[src/rtl/mips_fetch_pkg.sv]
// Shared fetch-stage types and constants: bus widths, fetch FSM states, and
// the (pc, instr) entry carried through the fetch queue.
package mips_fetch_pkg;

    localparam int unsigned INSTR_W = 32;
    localparam int unsigned ADDR_W  = 32;

    localparam logic [ADDR_W-1:0] PC_STEP = ADDR_W'(4);

    typedef enum logic {
        FS_BOOT,
        FS_RUN
    } fetch_state_t;

    typedef struct packed {
        logic [ADDR_W-1:0]  pc;
        logic [INSTR_W-1:0] instr;
    } fetch_entry_t;

endpackage

[src/rtl/fetch_fifo.sv]
// Circular buffer of fetched (pc, instr) pairs. Pointers carry an extra wrap
// bit so that full and empty are distinguishable from count alone.
module fetch_fifo
    import mips_fetch_pkg::*;
#(
    parameter int unsigned DEPTH = 4
) (
    input  logic                   clk,
    input  logic                   rst_n,
    input  logic                   push,
    input  logic                   pop,
    input  logic                   flush,
    input  fetch_entry_t           wr_entry,
    output fetch_entry_t           rd_entry,
    output logic [$clog2(DEPTH):0] count
);

    localparam int unsigned PW = $clog2(DEPTH);

    fetch_entry_t  mem [DEPTH];
    logic [PW:0]   head;
    logic [PW:0]   tail;
    logic          do_push;
    logic          do_pop;

    assign count    = tail - head;
    assign do_pop   = pop && (count != '0);
    assign do_push  = push && (count != (PW+1)'(DEPTH));
    assign rd_entry = mem[head[PW-1:0]];

    // Flush wins over push/pop; the head slot keeps its old contents.
    always_ff @(posedge clk or negedge rst_n) begin
        if (!rst_n) begin
            head <= '0;
            tail <= '0;
            for (int unsigned i = 0; i < DEPTH; i++) begin
                mem[i] <= '0;
            end
        end else if (flush) begin
            tail <= head;
        end else begin
            if (do_push) begin
                mem[tail[PW-1:0]] <= wr_entry;
                tail              <= tail + 1'b1;
            end
            if (do_pop) begin
                head <= head + 1'b1;
            end
        end
    end

endmodule

[src/rtl/instr_fetch_queue.sv]
// Instruction fetch stage: owns the fetch PC, issues one-word reads to the
// synchronous instruction memory, and queues returned words for decode.
module instr_fetch_queue
    import mips_fetch_pkg::*;
#(
    parameter int unsigned DEPTH    = 4,
    parameter logic [31:0] RESET_PC = 32'h0000_0000
) (
    input  logic                   clk,
    input  logic                   rst_n,
    output logic                   imem_req,
    output logic [31:0]            imem_addr,
    input  logic [31:0]            imem_rdata,
    input  logic                   redirect_valid,
    input  logic [31:0]            redirect_pc,
    input  logic                   stop,
    output logic                   out_valid,
    input  logic                   out_ready,
    output logic [31:0]            out_instr,
    output logic [31:0]            out_pc,
    output logic [31:0]            out_pc_plus4,
    output logic [$clog2(DEPTH):0] occupancy
);

    localparam int unsigned CW = $clog2(DEPTH) + 1;

    fetch_state_t       state;
    fetch_state_t       state_next;
    logic [ADDR_W-1:0]  fetch_pc;
    logic [ADDR_W-1:0]  inflight_pc;
    logic               inflight;
    logic [CW:0]        pending;
    logic               room;
    logic               push;
    fetch_entry_t       wr_entry;
    fetch_entry_t       head_entry;

    always_ff @(posedge clk or negedge rst_n) begin
        if (!rst_n) begin
            state <= FS_BOOT;
        end else begin
            state <= state_next;
        end
    end

    always_comb begin
        state_next = state;
        case (state)
            FS_BOOT: state_next = FS_RUN;
            FS_RUN:  state_next = FS_RUN;
            default: state_next = FS_BOOT;
        endcase
    end

    // Queued plus in-flight words bound the request so a response always has a slot.
    assign pending = {1'b0, occupancy} + {{CW{1'b0}}, inflight};
    assign room    = pending < (CW+1)'(DEPTH);

    always_comb begin
        imem_req = 1'b0;
        if (state == FS_RUN) begin
            imem_req = !stop && !redirect_valid && room;
        end
    end

    assign imem_addr = fetch_pc;

    always_ff @(posedge clk or negedge rst_n) begin
        if (!rst_n) begin
            fetch_pc    <= RESET_PC;
            inflight    <= 1'b0;
            inflight_pc <= '0;
        end else begin
            if (redirect_valid) begin
                fetch_pc <= redirect_pc & ~32'h0000_0003;
            end else if (imem_req) begin
                fetch_pc <= fetch_pc + PC_STEP;
            end
            inflight <= imem_req;
            if (imem_req) begin
                inflight_pc <= fetch_pc;
            end
        end
    end

    // A redirect in the response cycle discards the returning word.
    assign push           = inflight && !redirect_valid;
    assign wr_entry.pc    = inflight_pc;
    assign wr_entry.instr = imem_rdata;

    fetch_fifo #(
        .DEPTH (DEPTH)
    ) u_fifo (
        .clk      (clk),
        .rst_n    (rst_n),
        .push     (push),
        .pop      (out_ready),
        .flush    (redirect_valid),
        .wr_entry (wr_entry),
        .rd_entry (head_entry),
        .count    (occupancy)
    );

    assign out_valid    = occupancy != '0;
    assign out_instr    = head_entry.instr;
    assign out_pc       = head_entry.pc;
    assign out_pc_plus4 = head_entry.pc + PC_STEP;

endmodule

[config.mk]
export PLATFORM = sky130hd
export DESIGN_NAME = instr_fetch_queue
export DESIGN_NICKNAME = d
export VERILOG_FILES = /design/src/rtl/mips_fetch_pkg.sv /design/src/rtl/fetch_fifo.sv /design/src/rtl/instr_fetch_queue.sv
export SDC_FILE = /design/constraint.sdc
export NUM_CORES = 1
export LEC_CHECK = 0
export BUFFER_PORTS_ARGS = -buffer_cell sky130_fd_sc_hd__buf_2
export CORE_ASPECT_RATIO = 0.6
export CORE_UTILIZATION = 38
export DETAILED_ROUTE_END_ITERATION = 16
export PLACE_DENSITY = 0.67
export SLEW_MARGIN = 40
export SYNTH_ARGS = -nofsm -noshare
export SYNTH_HDL_FRONTEND = slang
export SYNTH_SLANG_ARGS = --single-unit
[constraint.sdc]
create_clock -name clk -period 3.1 [get_ports clk]
set_input_delay 0.31 -clock clk [delete_from_list [all_inputs] [get_ports clk]]
set_output_delay 0.31 -clock clk [all_outputs]
set_load 0.01 [all_outputs]
Yosys cells after proc, flatten, opt, wreduce, memory -nomap -nowiden --
Index checks and enable logic that the tools add are counted.
Storage, ports and cells: output and inout port bits 133, flip-flop bits (word level) 328, logic and storage cells 52
Cells by class: bitwise gates (word level) 3, multiplexer cells 11, equality and inequality tests 1, reductions and logical operators 13, magnitude comparators 4, add/sub/neg operators 6
Operators with widths (count):
- bitwise mux 256 bit | 1
- 2-to-1 mux 64 bit | 3
- binary-select mux 64 bit (select 2 bit) | 1
- demux 64 bit (select 2 bit) | 1
- adder 32 x 3 -> 32 bit, second input constant | 2
- 2-to-1 mux 32 bit | 2
- adder 3 x 1 -> 3 bit, second input constant | 2
- >= comparator 3 bit, second input constant | 2
- logical AND 1 bit | 6
- 2-to-1 mux 3 bit | 2
- NOT 2 -> 3 bit | 2
- adder 3 x 1 -> 4 bit | 1
- less-than comparator 4 x 3 -> 1 bit, second input constant | 1
- AND reduction 2 bit | 2
- nonzero test 2 bit | 2
- less-than comparator 3 x 1 -> 1 bit, second input constant | 1
- != test 3 bit, second input constant | 1
- nonzero test 3 bit | 1
- subtractor 3 bit | 1
- zero test 1 bit | 2
- 2-to-1 mux 1 bit | 1
- NOT 1 bit | 1

Longest topological paths before layout --
Gate-level depths: netlist of run 1.
depth in word-level cells 7, gate-level depth with buffers 10

Cells and area by module --
From an unflattened synthesis of run 1, not the netlist that was laid out.
Unflattened totals: cells, all modules 1088, area, all modules 15616.2 µm²
By module, submodules not included:
- fetch_fifo | area each 12020.3 µm², times used 1, seq. area each 6556.3 µm², cells each 664
- instr_fetch_queue | area each 3595.9 µm², times used 1, seq. area each 1551.5 µm², cells each 424

Worst setup path before layout of run 1 --
Ideal clock, no wire load.
path kind reg2out, from register u_fifo.head[0], to output out_pc_plus4[26], path slack 270 ps, arrival 2520 ps, cell stages (with the launch flop) 11, buffers on the path 3, cells stage by stage dfrtp_1 buf_6 buf_12 mux4_1 ha_1 nand2_2 o22ai_2 nand4_1 buf_4 nor4_2 xor2_1
Between the ends: longest elaborated chain between the ends 5
RTL lines:
- from (decl) | line fetch_fifo.sv:21 | logic [PW:0] head;
- from (signal assigned) | line fetch_fifo.sv:47 | head <= head + 1'b1;
- NOT 2 -> 3 bit (implied by the code) | line fetch_fifo.sv:29 | assign rd_entry = mem[head[PW-1:0]];
- binary-select mux 64 bit (select 2 bit) | line fetch_fifo.sv:29
- 2-to-1 mux 64 bit (implied by the code) (2 in series) | line fetch_fifo.sv:29
- net out_pc[3] | line instr_fetch_queue.sv:20 | output logic [31:0] out_pc,
- adder 32 x 3 -> 32 bit | line instr_fetch_queue.sv:107 | assign out_pc_plus4 = head_entry.pc + PC_STEP;
- to (decl) | line instr_fetch_queue.sv:21 | output logic [31:0] out_pc_plus4,
The timed path passes the listed nets, and every way through them passes these cells. The select of a mux whose other input is x is not followed.

Final worst setup path of run 1 --
from register u_fifo.head[0], to output out_pc_plus4[26]
Between the ends: longest elaborated chain between the ends 5
RTL lines (line):
- NOT 2 -> 3 bit (implied by the code) | fetch_fifo.sv:29
- binary-select mux 64 bit (select 2 bit) | fetch_fifo.sv:29
- 2-to-1 mux 64 bit (implied by the code) (2 in series) | fetch_fifo.sv:29
- adder 32 x 3 -> 32 bit | instr_fetch_queue.sv:107
Every way passes these cells. The select of a mux whose other input is x is not followed.

==> results.md, run 1 <==
- Residual DRC: 0
- Syn-to-layout area delta: 30.4%
- Fraction of layout cells with a size suffix above 1: 0.487
- PD cells: 836 nW/µm²
- Final instance area: between 15000 and 20000 µm²
- Synth area leader: dfrtp_1
- PortBufs: around 190
- Final hold vios: 0
- Sw Share: 0.341
- Antenna cells: 0
- DR WL/cell: around 21 µm
- Reg power frac: 0.397
- Final GP Congestion: between 0.8 and 0.9
- Via Count: between 10000 and 15000
- Post-synth top area share: 0.531
- Hold path start: imem_rdata[8]
- Final WL: about 42000 µm
- GRT Util Overall: 0.199
- Io pins: around 200
- Synth cell types: 60
- Violated checks: negative setup slack
- CP Launch Type: flip-flop
- H-tree depth: 1
- CTS clock-pin slew for the worst setup and hold paths: around 0.070 ns
- Clk sink count: around 320
- Total core area: around 38000 µm²
- Initial DRC Count: roughly 800
- Register area share after synthesis: 0.531
- Hpwl dp: about 26000 µm
- Reg-to-reg startpoint: u_fifo.head[0]
- Fraction of the cycle the final worst path needs: 1.09
- Initial antenna violation count: 0
- Die W: about 260 µm
- HP Class: in -> reg
- Grt total ovfl: 0
- Fillers: about 3300
- Synthesis warning total: 0
- Post-synth EDFFs: 0
- Count leader, synth: dfrtp_1
- Placed cell count: between 1500 and 2000
- Worst Tran Pin Value: between 0.6 and 0.7 ns
- RSZ-0062 raised after global routing: true
- Nets: around 1500
- Total clock buffers created by CTS: 31
- Max Fclk: 297 MHz
- CTS Buffer Depth: 3
- LEAKAGE: ~9.7 nW
- Synth area leaders: dfrtp_1 (53%), mux2_2 (17%), mux4_2 (7.7%), nand2_1 (3.5%), mux4_1 (1.8%)
- Worst clock skew: between 0.03 and 0.04 ns
- Ys async rst share: 1.00
- Critical Path AT: between 3 and 4 ns
- Area of the multi-input gates: roughly 6900 µm²
- Full die area: 40000 µm²
- Initial Utilization: 0.390
- Clock power share: 0.236
- Syn Area/Cell: between 10 and 15 µm²
- Net switching power: approximately 5.5 mW
- Largest net degree at the start of global routing: 70
- Crit. End Element: primary output
- Mapped Cells: 1082
- Critical Path Start: u_fifo.head[0]
- Tmin final: approximately 3.4 ns
- Register bit count reported by yosys: between 300 and 400
- Kind of critical path: reg -> out
- Mapped cell area: between 10000 and 15000 µm²
- First-pass GRT wire length: roughly 62000 µm
- Worst path required time: approximately 2.8 ns
- Gate power share: 0.367
- Residual antenna-violating net count after detailed routing: 0
- Clock root buffer: clkbuf_16
- Top post-synthesis cells by count: dfrtp_1 (316), mux2_2 (231), nand2_1 (137)
- Pre-Repair DR Iteration Count: 5
- Ys flop type: dfrtp_1
- Slew Viols, Final: 0
- Max-cap viol count: 0
- P_int: about 11 mW
- Cell Rows: 55
- DR vias/cell: between 5 and 6
- Non-Filler Instances: about 1900
- Clock latency on the worst-skew pair: roughly 0.60 ns
- Crit-path max FO: 7
- Die H: 155 µm
- Status: complete, but fails checks
- Cell Area, Placed: between 15000 and 20000 µm²
- Slew headroom: 0.551
- Clock tree from TritonCTS: built
- Register area: slightly below 8000 µm²
- Number of global-route vias before repair: approximately 11000
- Finish-stage setup viols: 23
- Reg-to-reg slack, setup: -0.03 ns
- PnR worst setup slack: -0.269 ns
- Maximum VDD drop: just over 0.7 mV
-- critical path: stages, from the launching register on --
cell and delay, ns:
dfrtp_4 0.55, buf_12 0.18, buf_16 0.15, mux4_2 0.41, and4_4 0.25, buf_6 0.11, nand4_1 0.12, nor4_4 0.30
xor2_1 0.22, buf_2 0.16
-- per-layer routing --
layer	global-route usage	wire length (µm)	vias up
li1	-	-	4606
met1	0.307	20300	5409
met2	0.293	17800	335
met3	0.0358	2640	61
met4	0.0403	787	0
met5	0	0	-
-- power groups by stage --
stage               sequential, mW  clock, mW  combinational, mW
CTS                           6.39       3.92               5.74
floorplan                     6.01          0               3.51
finish                        6.44       3.82               5.96
global route                  6.59       4.09               6.40
global placement              6.37          0               5.02
detailed placement            6.46          0               5.15
-- layout make-up --
type / count / area share
Clock buffer: 36 / 0.0430
Clock inverter: 20 / 0.00980
Inverter: 15 / 0.00310
Multi-Input combinational cell: 688 / 0.354
Sequential cell: 316 / 0.408
Tap cell: 513 / 0.0331
Timing Repair Buffer: 357 / 0.149
-- per-stage QoR --
stage | worst slack (ns) | TNS [ns] | utilization | power (mW) | hold slack, ns
after global placement | 0.0878 | 0 | 0.438 | 11.4 | 0.437
after CTS | -0.270 | -4.04 | 0.496 | 16.1 | 0.00497
after global routing | -0.356 | -9.26 | 0.509 | 17.1 | 0.00776
final | -0.269 | -3.30 | 0.509 | 16.2 | 0.0310
after detailed placement | 0.000973 | 0 | 0.439 | 11.6 | 0.301
after floorplan | 0.270 | 0 | - | 9.52 | 0.0144
-- timing repair --
action,in CTS,in global routing
buffers inserted,31,13
gates resized for setup,55,47
endpoints found under the setup margin,26,192
hold endpoints to repair,194,0
pin swaps,38,29
hold buffers,60,0
cloned,4,10
-- final timing paths --
kind	end	depth (start not counted)
worst max-delay path	out_pc_plus4[26]	9
worst min-delay path	u_fifo.mem[200]	2
worst max register to register	imem_addr[19]	12
worst min register to register	u_fifo.mem[98]	1
max in group asynchronous	u_fifo.mem[105]	4
min in group asynchronous	u_fifo.mem[85]	2
-- state kept, by name, indices dropped and copies added, names as in the netlist --
name	flops
u_fifo.tail	3
u_fifo.mem	248
u_fifo.head	3
state	1
inflight	1
inflight_pc	30
imem_addr	30
-- cells by family after synthesis --
group	after synthesis	synth area share
mux	317	0.288
fa+ha+maj	9	0.00807
buf+inv	83	0.0291
compound gates	69	0.0313
flops	316	0.531
xor+xnor	40	0.0245
simple gates	246	0.0873
other cells	2	0.000505
-- cell usage in the layout, fill, tap and decap left out, types with 13 or more instances in the layout --
master           n
buf_12          13
buf_2          191
buf_4           58
buf_6           15
clkbuf_16       38
dfrtp_1        314
dlygate4sd3_1   60
inv_1           13
mux2_1          19
mux2_2         229
mux4_2          61
nand2_1        131
nand3_1         15
nand4_1         15
o21ai_0         27
xor2_1          22
(Power assumes the default switching activity.)
==> run 2, diff against run 1 <==
--- a/config.mk
+++ b/config.mk
@@ -9,6 +9,7 @@
 export CORE_ASPECT_RATIO = 0.6
 export CORE_UTILIZATION = 38
 export DETAILED_ROUTE_END_ITERATION = 16
+export GPL_TIMING_DRIVEN = 0
 export PLACE_DENSITY = 0.67
 export SLEW_MARGIN = 40
 export SYNTH_ARGS = -nofsm -noshare
==> run 2 against run 1 <==
  * The flow still finishes with violations (negative setup slack)
  * Clock skew fell by 0.023 ns
  * Critical path depth rose by 3
  * Die area did not move
  * Maximum frequency fell by 1.8%
  * Sequential share of layout area rose by 0.36 points
  * Clock power rose by 7.6%
  * Utilization fell by 0.48 points
  * Largest cell class unchanged
  * Largest power group unchanged
==> results.md, run 2 (synthesized netlist as in run 1, its figures left out) <==
- CTS clock-pin slew for the worst setup and hold paths: 0.07 ns (about the same)
- Final GP Congestion: 0.868 (was 0.861)
- Pre-Repair DR Iteration Count: 4 (was 5)
- Post-layout util: 0.504 (was 0.509)
- WHS: 0.0176 ns (was 0.0310 ns)
- Worst Tran Pin Value: 0.555 ns (was 0.673 ns)
- Cell Area, Placed: 16600 µm² (was 16700 µm²)
- PortBufs: 193 (unchanged)
- Clock latency on the worst-skew pair: 0.58 ns (was 0.60 ns)
- Worst clock skew: 0.0102 ns (was 0.0336 ns)
- Most frequent CP cell: buf_12
- Final instance area: 19200 µm² (was 19400 µm²)
- Violated checks: negative setup slack (unchanged)
- DR WL/cell: 21.3 µm (was 21.4 µm)
- H-tree depth: 1 (unchanged)
- CTS Buffer Depth: 3 (unchanged)
- Initial Utilization: 0.390 (unchanged)
- Hpwl dp: 28500 µm (was 26500 µm)
- Worst path top cell family by delay: buffers and inverters (was simple AND/OR/NAND/NOR gates)
- GRT Util Overall: 0.210 (was 0.199)
- Crit-path max FO: 5 (was 7)
- Commonest non-fill, non-tap cell in the layout: dfrtp_1 (unchanged)
- Fraction of layout cells with a size suffix above 1: 0.483 (was 0.487)
- Total clock buffers created by CTS: 31 (unchanged)
- RSZ-0062 raised after global routing: true (unchanged)
- Finish-stage setup viols: 23 (unchanged)
- Critical Path AT: 3.12 ns (was 3.06 ns)
- Most frequent cells in the layout: dfrtp_1 (314), mux2_2 (231), buf_2 (201), nand2_1 (131), mux4_2 (61) (was dfrtp_1 (314), mux2_2 (229), buf_2 (191), nand2_1 (131), mux4_2 (61))
- Die H: 155 µm (unchanged)
- Hold path start: redirect_pc[26] (was imem_rdata[8])
- CP bufs+invs: 7 (was 4)
- PnR worst setup slack: -0.331 ns (was -0.269 ns)
- Initial DRC Count: 652 (was 790)
- Max Fclk: 291 MHz (was 297 MHz)
- Fillers: 3261 (was 3297)
- Slowest CP cell: dfrtp_2 (was dfrtp_4)
- Largest net degree at the start of global routing: 77 (was 70)
- First-pass GRT wire length: 64700 µm (was 62000 µm)
- Maximum VDD drop: 0.808 mV (was 0.722 mV)
- Kind of critical path: reg -> out (unchanged)
- Fraction of the cycle the final worst path needs: 1.11 (was 1.09)
- Syn-to-layout area delta: 29.2% (was 30.4%)
- LEAKAGE: 9.59 nW (was 9.67 nW)
- Clk sink count: 316 (unchanged)
- HP Class: in -> reg (unchanged)
- Cell Rows: 55 (unchanged)
- Final WL: 41600 µm (about the same)
- Clock tree from TritonCTS: built (unchanged)
- Number of global-route vias before repair: 10800 (was 10500)
- Tmin final: 3.43 ns (was 3.37 ns)
- Residual DRC: 0 (unchanged)
- Initial antenna violation count: 2 (was 0)
- Slew headroom: 0.627 (was 0.551)
- Clock root buffer: clkbuf_16 (unchanged)
- Full die area: 40000 µm² (unchanged)
- Status: complete, but fails checks (unchanged)
- Final hold vios: 0 (unchanged)
- Residual antenna-violating net count after detailed routing: 0 (unchanged)
- PD cells: 848 nW/µm² (was 836 nW/µm²)
- Slew Viols, Final: 0 (unchanged)
- Critical Path Start: u_fifo.head[0] (unchanged)
- Via Count: 10400 (about the same)
- Crit. End Element: primary output (unchanged)
- Crit-path cells: buf_12 > buf_12 > mux4_2 > buf_4 > buf_6 > nand3_4 > nor4b_4 > buf_6 > buf_12 > and4_1 > xor2_1 > buf_2 (was buf_12 > buf_16 > mux4_2 > and4_4 > buf_6 > nand4_1 > nor4_4 > xor2_1 > buf_2)
- Reg-to-reg startpoint: u_fifo.head[0] (unchanged)
- Total core area: 38100 µm² (unchanged)
- Largest register FFs: 248 (unchanged)
- Nets: 1497 (was 1487)
- Die W: 257 µm (unchanged)
- Crit-path max cell delay: 0.47 ns (was 0.55 ns)
- Largest Register: u_fifo.mem (unchanged)
- Grt total ovfl: 0 (unchanged)
- CP Launch Type: flip-flop (unchanged)
- DR vias/cell: 5.30 (was 5.35)
- Io pins: 202 (unchanged)
- Max-cap viol count: 0 (unchanged)
- Worst path required time: 2.79 ns (about the same)
==> run 2: power by group <==
| part | switching [mW] | total (mW) | leakage [nW] | internal [mW] |
|---|---|---|---|---|
| registers | 1.01 | 6.39 | 4.20 | 5.38 |
| clock network | 1.68 | 4.11 | 0.535 | 2.43 |
| logic | 2.80 | 5.81 | 4.85 | 3.01 |
==> run 2: area by class of cell <==
class	instances	area, µm²	area share
tap	513	642	0.0334
buffer	66	581	0.0302
clock buffer	39	846	0.0440
clock inverter	17	253	0.0131
multi-input combinational	688	6830	0.355
antenna	2	5.00	0.000260
inverter	15	61.3	0.00319
timing repair buffer	301	2100	0.109
sequential	316	7910	0.412
==> run 2: stage by stage <==
| step | total power [mW] | setup TNS (ns) | worst slack (ns) | instances |
|---|---|---|---|---|
| global placement | 11.3 | -1377.55 | -4.20 | 1793 |
| finish | 16.3 | -5.90 | -0.331 | 1957 |
| global route | 17.1 | -13.36 | -0.475 | 1955 |
| detailed placement | 11.6 | -83.87 | -0.559 | 1797 |
| CTS | 16.2 | -7.11 | -0.387 | 1937 |
| floorplan | 9.52 | 0 | 0.270 | 1087 |
==> run 2: routing by layer <==
| metal | wire [µm] | vias up | GRT usage | part of all wire |
|---|---|---|---|---|
| met5 | 0 | - | 0 | 0 |
| met4 | 839 | 0 | 0.0423 | 0.020 |
| met3 | 2720 | 50 | 0.0425 | 0.065 |
| met2 | 17900 | 349 | 0.305 | 0.43 |
| met1 | 20100 | 5351 | 0.321 | 0.48 |
| li1 | - | 4614 | - | - |
==> run 2: tightest hold or removal path: stages <==
cell and delay [ns]:
buf_2 0.10, a22oi_1 0.08, o21ai_0 0.07
==> run 2: path summary, 6_finish.rpt <==
kind / endpoint / slack, ns / depth (start not counted)
min in group asynchronous: u_fifo.mem[86] / 0.24 / 2
worst max register to register: u_fifo.mem[249] / 0.01 / 10
worst max-delay path: out_pc_plus4[19] / -0.33 / 12
worst min register to register: u_fifo.mem[31] / 0.49 / 1
max in group asynchronous: u_fifo.mem[55] / 1.47 / 5
worst min-delay path: imem_addr[26] / 0.02 / 3
==> run 2: timing repair <==
action                                  CTS  global route
cloned                                    2             1
pin swaps                                17            16
endpoints found under the setup margin  341           160
hold endpoints to repair                166             0
hold buffers                             53             0
resized for setup                       108            50
setup buffers                            30            18
